**src/rtl/mm_status_pkg.sv**
```systemverilog
// rtl/mm_status_pkg.sv - shared address constants, status magic values and register decode for mm_status_periph
package mm_status_pkg;

   localparam logic [31:0] DEF_STDOUT_ADDR = 32'h1000_0000;
   localparam logic [31:0] DEF_STATUS_ADDR = 32'h2000_0000;
   localparam logic [31:0] DEF_EXIT_ADDR   = 32'h2000_0004;
   localparam logic [31:0] DEF_CYCLE_ADDR  = 32'h1500_1000;

   localparam logic [31:0] TEST_PASS_MAGIC = 32'd123456789;
   localparam logic [31:0] TEST_FAIL_MAGIC = 32'd1;

   typedef enum logic [2:0] {
      SEL_NONE,
      SEL_STDOUT,
      SEL_STATUS,
      SEL_EXIT,
      SEL_CYCLE
   } reg_sel_e;

   // Word-granular match: the low two byte-address bits never take part.
   function automatic reg_sel_e decode_sel(
      input logic [31:0] addr,
      input logic [31:0] stdout_addr,
      input logic [31:0] status_addr,
      input logic [31:0] exit_addr,
      input logic [31:0] cycle_addr
   );
      reg_sel_e sel;
      sel = SEL_NONE;
      if (addr[31:2] == stdout_addr[31:2])      sel = SEL_STDOUT;
      else if (addr[31:2] == status_addr[31:2]) sel = SEL_STATUS;
      else if (addr[31:2] == exit_addr[31:2])   sel = SEL_EXIT;
      else if (addr[31:2] == cycle_addr[31:2])  sel = SEL_CYCLE;
      return sel;
   endfunction

endpackage

```
**src/rtl/mm_status_fifo.sv**
```systemverilog
// rtl/mm_status_fifo.sv - synchronous FIFO with registered storage, wrapping pointers and occupancy count
module mm_status_fifo #(
   parameter int WIDTH = 8,
   parameter int DEPTH = 8
) (
   input  logic                     clk,
   input  logic                     rst,
   input  logic                     push,
   input  logic [WIDTH-1:0]         push_data,
   input  logic                     pop,
   output logic [WIDTH-1:0]         pop_data,
   output logic                     full,
   output logic                     empty,
   output logic [$clog2(DEPTH):0]   count
);

   localparam int AW = $clog2(DEPTH);
   localparam int CW = AW + 1;

   logic [WIDTH-1:0] mem [DEPTH];
   logic [AW-1:0]    wr_ptr;
   logic [AW-1:0]    rd_ptr;
   logic [CW-1:0]    count_q;
   logic             do_push;
   logic             do_pop;

   assign full     = (count_q == CW'(DEPTH));
   assign empty    = (count_q == '0);
   assign count    = count_q;
   assign pop_data = mem[rd_ptr];
   assign do_push  = push && !full;
   assign do_pop   = pop && !empty;

   // Storage is cleared too so the head output reads zero straight out of reset.
   always_ff @(posedge clk) begin
      if (rst) begin
         wr_ptr  <= '0;
         rd_ptr  <= '0;
         count_q <= '0;
         for (int i = 0; i < DEPTH; i++) mem[i] <= '0;
      end else begin
         if (do_push) begin
            mem[wr_ptr] <= push_data;
            wr_ptr      <= wr_ptr + 1'b1;
         end
         if (do_pop) rd_ptr <= rd_ptr + 1'b1;
         case ({do_push, do_pop})
            2'b10:   count_q <= count_q + 1'b1;
            2'b01:   count_q <= count_q - 1'b1;
            default: count_q <= count_q;
         endcase
      end
   end

endmodule

```
**src/rtl/mm_status_periph.sv**
```systemverilog
// rtl/mm_status_periph.sv - memory-mapped test status/exit/stdout responder; MM_STATUS_CYCLE_CNT_EN adds a readable cycle counter
module mm_status_periph
   import mm_status_pkg::*;
#(
   parameter logic [31:0] STDOUT_ADDR = DEF_STDOUT_ADDR,
   parameter logic [31:0] STATUS_ADDR = DEF_STATUS_ADDR,
   parameter logic [31:0] EXIT_ADDR   = DEF_EXIT_ADDR,
   parameter logic [31:0] CYCLE_ADDR  = DEF_CYCLE_ADDR,
   parameter int          FIFO_DEPTH  = 8
) (
   input  logic        clk_i,
   input  logic        rst_i,
   input  logic        data_req_i,
   input  logic [31:0] data_addr_i,
   input  logic        data_we_i,
   input  logic [3:0]  data_be_i,
   input  logic [31:0] data_wdata_i,
   output logic        data_gnt_o,
   output logic        data_rvalid_o,
   output logic [31:0] data_rdata_o,
   output logic        stdout_valid_o,
   output logic [7:0]  stdout_char_o,
   input  logic        stdout_ready_i,
   output logic        tests_passed_o,
   output logic        tests_failed_o,
   output logic        exit_valid_o,
   output logic [31:0] exit_value_o
);

   localparam int CW = $clog2(FIFO_DEPTH) + 1;

   reg_sel_e      sel;
   logic          gnt;
   logic          push;
   logic          fifo_full;
   logic          fifo_empty;
   logic [CW-1:0] fifo_count;
   logic [CW-1:0] fifo_free;
   logic [7:0]    fifo_head;
   logic          rvalid_q;
   logic [31:0]   rdata_q;
   logic [31:0]   rdata_d;
   logic          passed_q;
   logic          failed_q;
   logic          exit_valid_q;
   logic [31:0]   exit_value_q;
   logic          unused_bits;

   assign unused_bits = ^{data_be_i[3:1]};

   always_comb sel = decode_sel(data_addr_i, STDOUT_ADDR, STATUS_ADDR, EXIT_ADDR, CYCLE_ADDR);

   // A stdout store into a full FIFO stalls; a same-cycle pop does not release it.
   assign gnt  = data_req_i && !(sel == SEL_STDOUT && data_we_i && fifo_full);
   assign push = gnt && data_we_i && (sel == SEL_STDOUT) && data_be_i[0];
   assign fifo_free = CW'(FIFO_DEPTH) - fifo_count;

   mm_status_fifo #(
      .WIDTH (8),
      .DEPTH (FIFO_DEPTH)
   ) u_fifo (
      .clk       (clk_i),
      .rst       (rst_i),
      .push      (push),
      .push_data (data_wdata_i[7:0]),
      .pop       (stdout_ready_i),
      .pop_data  (fifo_head),
      .full      (fifo_full),
      .empty     (fifo_empty),
      .count     (fifo_count)
   );

`ifdef MM_STATUS_CYCLE_CNT_EN
   logic [31:0] cycle_q;

   always_ff @(posedge clk_i) begin
      if (rst_i) cycle_q <= '0;
      else       cycle_q <= cycle_q + 32'd1;
   end
`endif

   always_comb begin
      rdata_d = '0;
      if (!data_we_i) begin
         case (sel)
            SEL_STATUS: rdata_d = {30'b0, failed_q, passed_q};
            SEL_EXIT:   rdata_d = exit_value_q;
            SEL_STDOUT: rdata_d = 32'(fifo_free);
`ifdef MM_STATUS_CYCLE_CNT_EN
            SEL_CYCLE:  rdata_d = cycle_q;
`else
            SEL_CYCLE:  rdata_d = '0;
`endif
            default:    rdata_d = '0;
         endcase
      end
   end

   always_ff @(posedge clk_i) begin
      if (rst_i) begin
         rvalid_q     <= 1'b0;
         rdata_q      <= '0;
         passed_q     <= 1'b0;
         failed_q     <= 1'b0;
         exit_valid_q <= 1'b0;
         exit_value_q <= '0;
      end else begin
         rvalid_q <= gnt;
         if (gnt) rdata_q <= rdata_d;
         if (gnt && data_we_i) begin
            if (sel == SEL_STATUS && data_wdata_i == TEST_PASS_MAGIC) passed_q <= 1'b1;
            if (sel == SEL_STATUS && data_wdata_i == TEST_FAIL_MAGIC) failed_q <= 1'b1;
            if (sel == SEL_EXIT && !exit_valid_q) begin
               exit_valid_q <= 1'b1;
               exit_value_q <= data_wdata_i;
            end
         end
      end
   end

   assign data_gnt_o     = gnt;
   assign data_rvalid_o  = rvalid_q;
   assign data_rdata_o   = rdata_q;
   assign stdout_valid_o = !fifo_empty;
   assign stdout_char_o  = fifo_head;
   assign tests_passed_o = passed_q;
   assign tests_failed_o = failed_q;
   assign exit_valid_o   = exit_valid_q;
   assign exit_value_o   = exit_value_q;

endmodule

```
**config.mk**
```make
export PLATFORM = sky130hd
export DESIGN_NAME = mm_status_periph
export DESIGN_NICKNAME = d
export VERILOG_FILES = /design/src/rtl/mm_status_pkg.sv /design/src/rtl/mm_status_fifo.sv /design/src/rtl/mm_status_periph.sv
export SDC_FILE = /design/constraint.sdc
export NUM_CORES = 1
export LEC_CHECK = 0
export ABC_CLOCK_PERIOD_IN_PS = 9300
export BUFFER_PORTS_ARGS = -buffer_cell sky130_fd_sc_hd__buf_4
export CAP_MARGIN = 25
export CORE_MARGIN = 2
export CORE_UTILIZATION = 50
export CTS_CLUSTER_SIZE = 14
export DETAILED_ROUTE_END_ITERATION = 12
export PLACE_DENSITY = 0.75
export SLEW_MARGIN = 5
export SYNTH_ARGS = -nofsm -noshare
export SYNTH_HDL_FRONTEND = slang
export SYNTH_SLANG_ARGS = --single-unit
```
**constraint.sdc**
```tcl
create_clock -name clk_i -period 9.3 [get_ports clk_i]
set_input_delay 0.465 -clock clk_i [delete_from_list [all_inputs] [get_ports clk_i]]
set_output_delay 0.465 -clock clk_i [all_outputs]
set_load 0.1 [all_outputs]
```
==> results of run 1 <==
[kinds of logic (layout without fill, tap and decap cells)]
kind of cell / Yosys count / in the layout / share of synthesized area
adders and majority gates: 7 / 7 / 0.01511
muxes: 26 / 26 / 0.07477
xor gates and xnor gates: 7 / 7 / 0.009744
DFF: 145 / 145 / 0.5631
AOI/OAI and AO/OA: 91 / 91 / 0.09207
and+or+nand+nor: 277 / 277 / 0.2130
buffers and inverters: 46 / 196 / 0.03221
[registers in the layout, indices dropped and copies added (netlist names), named ones only]
name            flops
data_rdata_o       32
tests_passed_o      1
u_fifo.wr_ptr       3
u_fifo.count        4
exit_value_o       32
data_rvalid_o       1
exit_valid_o        1
tests_failed_o      1
u_fifo.rd_ptr       3
u_fifo.mem         64
[power groups by stage]
| stage | Combinational (mW) | Sequential [mW] | Clock (mW) |
|---|---|---|---|
| after global placement | 0.0776 | 0.693 | 0 |
| final | 0.0808 | 0.681 | 0.676 |
| after global routing | 0.0855 | 0.682 | 0.710 |
| after detailed placement | 0.0796 | 0.694 | 0 |
| after floorplan | 0.0370 | 0.695 | 0 |
| after CTS | 0.0798 | 0.681 | 0.682 |
[final timing paths]
kind                          from          endpoint  slack [ps]  depth (start not counted)
hold reg to reg   data_rdata_o[24]  data_rdata_o[24]         460                          2
setup / recovery   u_fifo.count[0]   u_fifo.count[3]        5860                         13
hold / removal    data_wdata_i[13]  exit_value_o[13]         300                          3
setup reg to reg   u_fifo.count[0]   u_fifo.count[3]        5860                         13
[worst reg2reg max path: stages, from the launching register on]
cell	delay, ps
dfxtp_1	430
inv_1	120
ha_1	240
nand2b_1	110
o211ai_1	210
nor4_4	590
inv_2	200
ha_1	300
ha_1	300
a21o_1	180
a21oi_1	170
xnor2_1	90
or3_1	300
a21oi_1	130
[cell type report]
cell class | count | area, sq um | share of cell area
clock buffer | 23 | 483.0 | 0.05939
timing repair buffer | 155 | 1204 | 0.1480
sequential | 145 | 3543 | 0.4358
clock inverter | 9 | 105.1 | 0.01293
multi-input combinational | 408 | 2552 | 0.3139
tap | 168 | 210.2 | 0.02585
inverter | 9 | 33.78 | 0.004154
[layer usage]
layer  GRT usage  wire [um]  vias to the layer above
li1            -          -                     2406
met1      0.3131       6477                     2460
met2      0.4378       8675                      207
met3     0.07161       1220                       31
met4     0.08810        379                        0
met5           0          0                        -
[per-stage QoR]
step	power [mW]	worst slack [ps]	cell area, sq um	util
2_1_floorplan	0.7316	6254	6292	-
3_3_place_gp	0.7709	5841	7458	0.6133
3_5_place_dp	0.7740	5733	7528	0.6190
4_1_cts	1.443	5884	8117	0.6674
5_1_grt	1.477	5669	8132	0.6686
6_report	1.438	5864	8132	0.6686
[cell usage after synthesis (2+ instances only)]
cell	count
mux4_2	16
nand2_1	115
xnor2_1	4
buf_6	2
nand3_1	31
nor4_1	10
nor4_4	5
dfxtp_1	81
mux2i_1	2
a21oi_1	37
clkbuf_1	19
o21ai_0	12
ha_1	6
inv_1	8
a22oi_1	2
a22o_1	5
nand4_1	6
o2bb2ai_1	2
nand2b_1	2
nor3_1	3
o21ai_1	20
edfxtp_1	64
buf_2	9
nand3_2	4
nor3_2	2
nor2b_1	3
and2_1	2
o41ai_2	4
a41o_1	3
or3_1	3
nor2_1	81
buf_1	6
mux2_2	8
xor2_1	3
==> results.toml, run 1 <==
[outcome]
status = "finished clean"

[global_routing]
grt_overflow = 0
grt_pass1_vias = 5099
grt_start_max_net_pins = 60
grt_first_pass_wirelength_um = 26140
track_usage = 0.2558
antenna_found_initial = 0

[synthesis]
yosys_warnings = 0
syn_area_per_cell_sq_um = 10.50
syn_nets = 679
yosysTopAreaCellShare = 0.3054
synth_edf_count = 64
synthTopCellsByArea = "edfxtp_1, dfxtp_1, nand2_1"
syn_inst = 599
yosysUniqueCellTypes = 53
synth_seq_area_share = 0.5631
yosys.area.top_type = "edfxtp_1"
ys.flop_type = "dfxtp_1"
synth-seq-cells = 145
syn_area_sq_mm = 0.006292
synthArstFlopShare = 0

[sta]
relSlewSlack = 0.4663
rsz0062_at_grt = "no"
finalCriticalPeriod_ps = 3436
clock_skew_ps = 5.045
holdWs_ps = 299.8
setup_tns_ps = 0
finalCritPeriodShare = 0.3694
maxSlewViolCount = 0
setup_viol = 0
timing.fmax_mhz = 291.1
worst_slew_pin_slew_ps = 799.4
hold_viol = 0

[pwr]
combPwrFrac = 0.056
internal-power_mw = 1.129
p_clk_frac = 0.470
irDropWorstVdd_uv = 176.7
switching_share = 0.2151
p_sw_mw = 0.3094
p_per_area_mw_per_mm2 = 176.8
leakagePower_nw = 2.999
pwr-share-seq = 0.473

[run]
maxCapViolCount = 0

[clock_network]
clk_latency_ps = 420
clock_sinks = 145
clockBufferDepth = 2
postCtsHoldBufs = 0
cts_resized = 0
cts_setup_buffers = 0
ctsHtreeMaxLevel = 4
cts_buffers = 17
clkTransAtPathRegs_ps = 60
clock-root-buffer = "clkbuf_16"
cts_tree = "done"

[detailed_routing]
post_drt_wl_per_cell_um = 18.27
drcViolationCount = 0
post_drt_via_cell_ratio = 5.566
drtIter0Drc = 372
firstDrtPassIters = 5
routed_wl_um = 16750
drtAntennaViolNets = 0
vias = 5104

[final_layout]
area_growth_syn_to_layout_pct = 29.23
insertedDiodeCount = 0
mostFrequentLayoutCells = "buf_4, nand2_1, nor2_1, dfxtp_1, edfxtp_1"
final_common_cell = "buf_4"
stdcell_count = 917
final_nets = 816
fill_cells = 949
drive_above_1_share = 0.3057

[floorplan]
core_sq_mm = 0.01216
initial_core_util = 0.5174
rows = 40
die_h_um = 116.2
dieArea_sq_mm = 0.01350
die_w_um = 116.2
io_pins = 151

[setup_path]
crit_top_cell = "ha_1"
critPathMaxFanout = 8
crit_path_top_delay_cell = "nor4_4"
worst_setup_path_start_kind = "flip-flop"
crit_family = "simple AND/OR/NAND/NOR gates"
cp.arrival_ps = 3780
critical_path.cell_chain = "inv_1, ha_1, nand2b_1, o211ai_1, nor4_4, inv_2, ha_1, ha_1, a21o_1, a21oi_1, xnor2_1, or3_1, a21oi_1"
max_stage_delay_ps = 590
worstSetupEndpointType = "flip-flop"
required_ps = 9650
path_class = "reg2reg"
critPathBufInv = 2

[place]
dp_hpwl_um = 11500
gp_congestion = 0.7874
port_buffers = 145
dpl.cell_count = 883

[hold_path]
hp-class = "in2reg"
Power figures use the tool's default switching activity.
==> run 2: changes to the inputs <==
--- a/config.mk
+++ b/config.mk
@@ -5,7 +5,7 @@
 export SDC_FILE = /design/constraint.sdc
 export NUM_CORES = 1
 export LEC_CHECK = 0
-export ABC_CLOCK_PERIOD_IN_PS = 9300
+export ABC_CLOCK_PERIOD_IN_PS = 3500
 export BUFFER_PORTS_ARGS = -buffer_cell sky130_fd_sc_hd__buf_4
 export CAP_MARGIN = 25
 export CORE_MARGIN = 2
==> constraint.sdc (replaced) <==
create_clock -name clk_i -period 3.5 [get_ports clk_i]
set_input_delay 0.175 -clock clk_i [delete_from_list [all_inputs] [get_ports clk_i]]
set_output_delay 0.175 -clock clk_i [all_outputs]
set_load 0.1 [all_outputs]
==> run 2 against run 1 <==
Worst hold slack lost 280 ps. First-iteration DRC count grew 6.7%. Fmax up 12%. Highest routed layer unchanged. Combinational power increased to 2.8 times the previous value. Cell area rose by 0.65%. Clock power rose to 2.6 times the previous value. Sequential cell count stayed put. Total power rose to 2.7 times the previous value. Sequential power grew to 2.7 times the previous value. Sequential share of layout area decreased by 0.28 points. Routed wire length is 1.9% higher. Non-clock buffer count grew 9.
==> results.toml, run 2 (synthesis gave the netlist of run 1 again) <==
[outcome]
status = "finished clean"

[floorplan]
io_pins = 151
die_w_um = 116.2
rows = 40
die_h_um = 116.2
dieArea_sq_mm = 0.01350
core_sq_mm = 0.01216
initial_core_util = 0.5174

[setup_path]
required_ps = 3850
r2r_start = "u_fifo.count[0]"
crit_start = "u_fifo.count[0]"
cp.arrival_ps = 3430
worst_setup_path_start_kind = "flip-flop"
path_class = "reg2reg"
critPathMaxFanout = 6
worstSetupEndpointType = "flip-flop"

[final_layout]
fin_util = 0.6729
insertedDiodeCount = 0
final_common_cell = "buf_4"
mostFrequentLayoutCells = "buf_4, nand2_1, nor2_1, dfxtp_1, edfxtp_1"
area_growth_syn_to_layout_pct = 30.07
fill_cells = 961
drive_above_1_share = 0.2955
final_nets = 825
regMostFlops = "u_fifo.mem"
largest_register_ffs = 64

[global_routing]
grt_overflow = 0
track_usage = 0.2627
grt_pass1_vias = 5134
antenna_found_initial = 0
grt_start_max_net_pins = 60
grt_first_pass_wirelength_um = 26520

[sta]
timing.fmax_mhz = 325.4
rsz0062_at_grt = "no"
worst_slew_pin_slew_ps = 847.3
clock_skew_ps = 8.297
setup_tns_ps = 0
finalCritPeriodShare = 0.8780
maxSlewViolCount = 0
setup_viol = 0
hold_viol = 0
finalCriticalPeriod_ps = 3073
relSlewSlack = 0.4343

[clock_network]
clkTransAtPathRegs_ps = 60
clock_sinks = 145
cts_setup_buffers = 0
clock-root-buffer = "clkbuf_16"
cts_tree = "done"
clk_latency_ps = 430
clockBufferDepth = 2
ctsHtreeMaxLevel = 4
cts_buffers = 17

[place]
dp_hpwl_um = 11790
port_buffers = 145
gp_congestion = 0.8011

[detailed_routing]
drtIter0Drc = 397
post_drt_via_cell_ratio = 5.539
drcViolationCount = 0
post_drt_wl_per_cell_um = 18.44
vias = 5129
drtAntennaViolNets = 0
firstDrtPassIters = 5
routed_wl_um = 17080

[run]
maxCapViolCount = 0

[pwr]
irDropWorstVdd_uv = 327.7
leakagePower_nw = 3.024
finalPower_mw = 3.812
p_per_area_mw_per_mm2 = 465.8

[hold_path]
min-delay-start = "data_wdata_i[14]"
hp-class = "in2reg"
==> run 2: changes by cell type in the layout (fill, tap and decap cells not counted), sizes merged <==
cell,previous run,this run
buf,154,156
clkinv,4,5
dlygate4sd3,0,8
clkinvlp,2,0
bufinv,2,3
inv,10,9
==> run 2: timing repair <==
item | 4_1_cts | 5_1_grt
hold endpoints to repair | 8 | 0
hold buffers | 8 | 0
gates resized for setup | 0 | 0
==> run 2: where the power goes <==
| group | internal (mW) | switching [mW] | total, mW |
|---|---|---|---|
| clock network | 1.13 | 0.650 | 1.78 |
| logic | 0.0897 | 0.134 | 0.223 |
| registers | 1.80 | 0.0103 | 1.81 |
| total | 3.02 | 0.793 | 3.81 |
==> run 2: routing by layer <==
layer	wire (um)	share of wire	up-vias	track usage
met4	359	0.021	0	0.09762
met3	1263	0.074	27	0.08251
met1	6628	0.39	2480	0.3130
met5	0	0	-	0
met2	8825	0.52	204	0.4491
li1	-	-	2418	-
==> run 2: worst paths after layout <==
check	end	slack [ps]	cells after the start
max	u_fifo.count[3]	430	13
min	exit_value_o[14]	20	3
max reg2reg	u_fifo.count[3]	430	13
min reg2reg	data_rdata_o[23]	460	2
==> run 2: critical path: stages (launching register included) <==
cell and delay, ps:
dfxtp_1 440, inv_1 120, ha_1 240, nand2b_1 110
o211ai_1 190, nor4_4 340, inv_2 140, ha_1 260
ha_1 290, a21o_1 180, a21oi_1 170, xnor2_1 90
or3_1 300, a21oi_1 140
==> run 2: cell type report <==
type / instances / area [sq um] / area share
flip-flops and latches: 145 / 3543 / 0.4330
multi-input cells: 408 / 2552 / 0.3119
repair buffers: 164 / 1271 / 0.1553
clock buffers: 24 / 461.7 / 0.05641
well taps: 168 / 210.2 / 0.02568
clock inverters: 8 / 111.4 / 0.01361
inverters: 9 / 33.78 / 0.004128
==> run 2: stage by stage <==
stage	hold slack [ps]	setup slack [ps]	cells	cell area, sq um
after global routing	10.17	155.3	926	8184
after floorplan	311.0	552.5	599	6292
after CTS	2.351	414.8	925	8157
after detailed placement	444.7	436.9	885	7503
final	17.47	427.2	926	8184
after global placement	434.9	560.6	885	7503
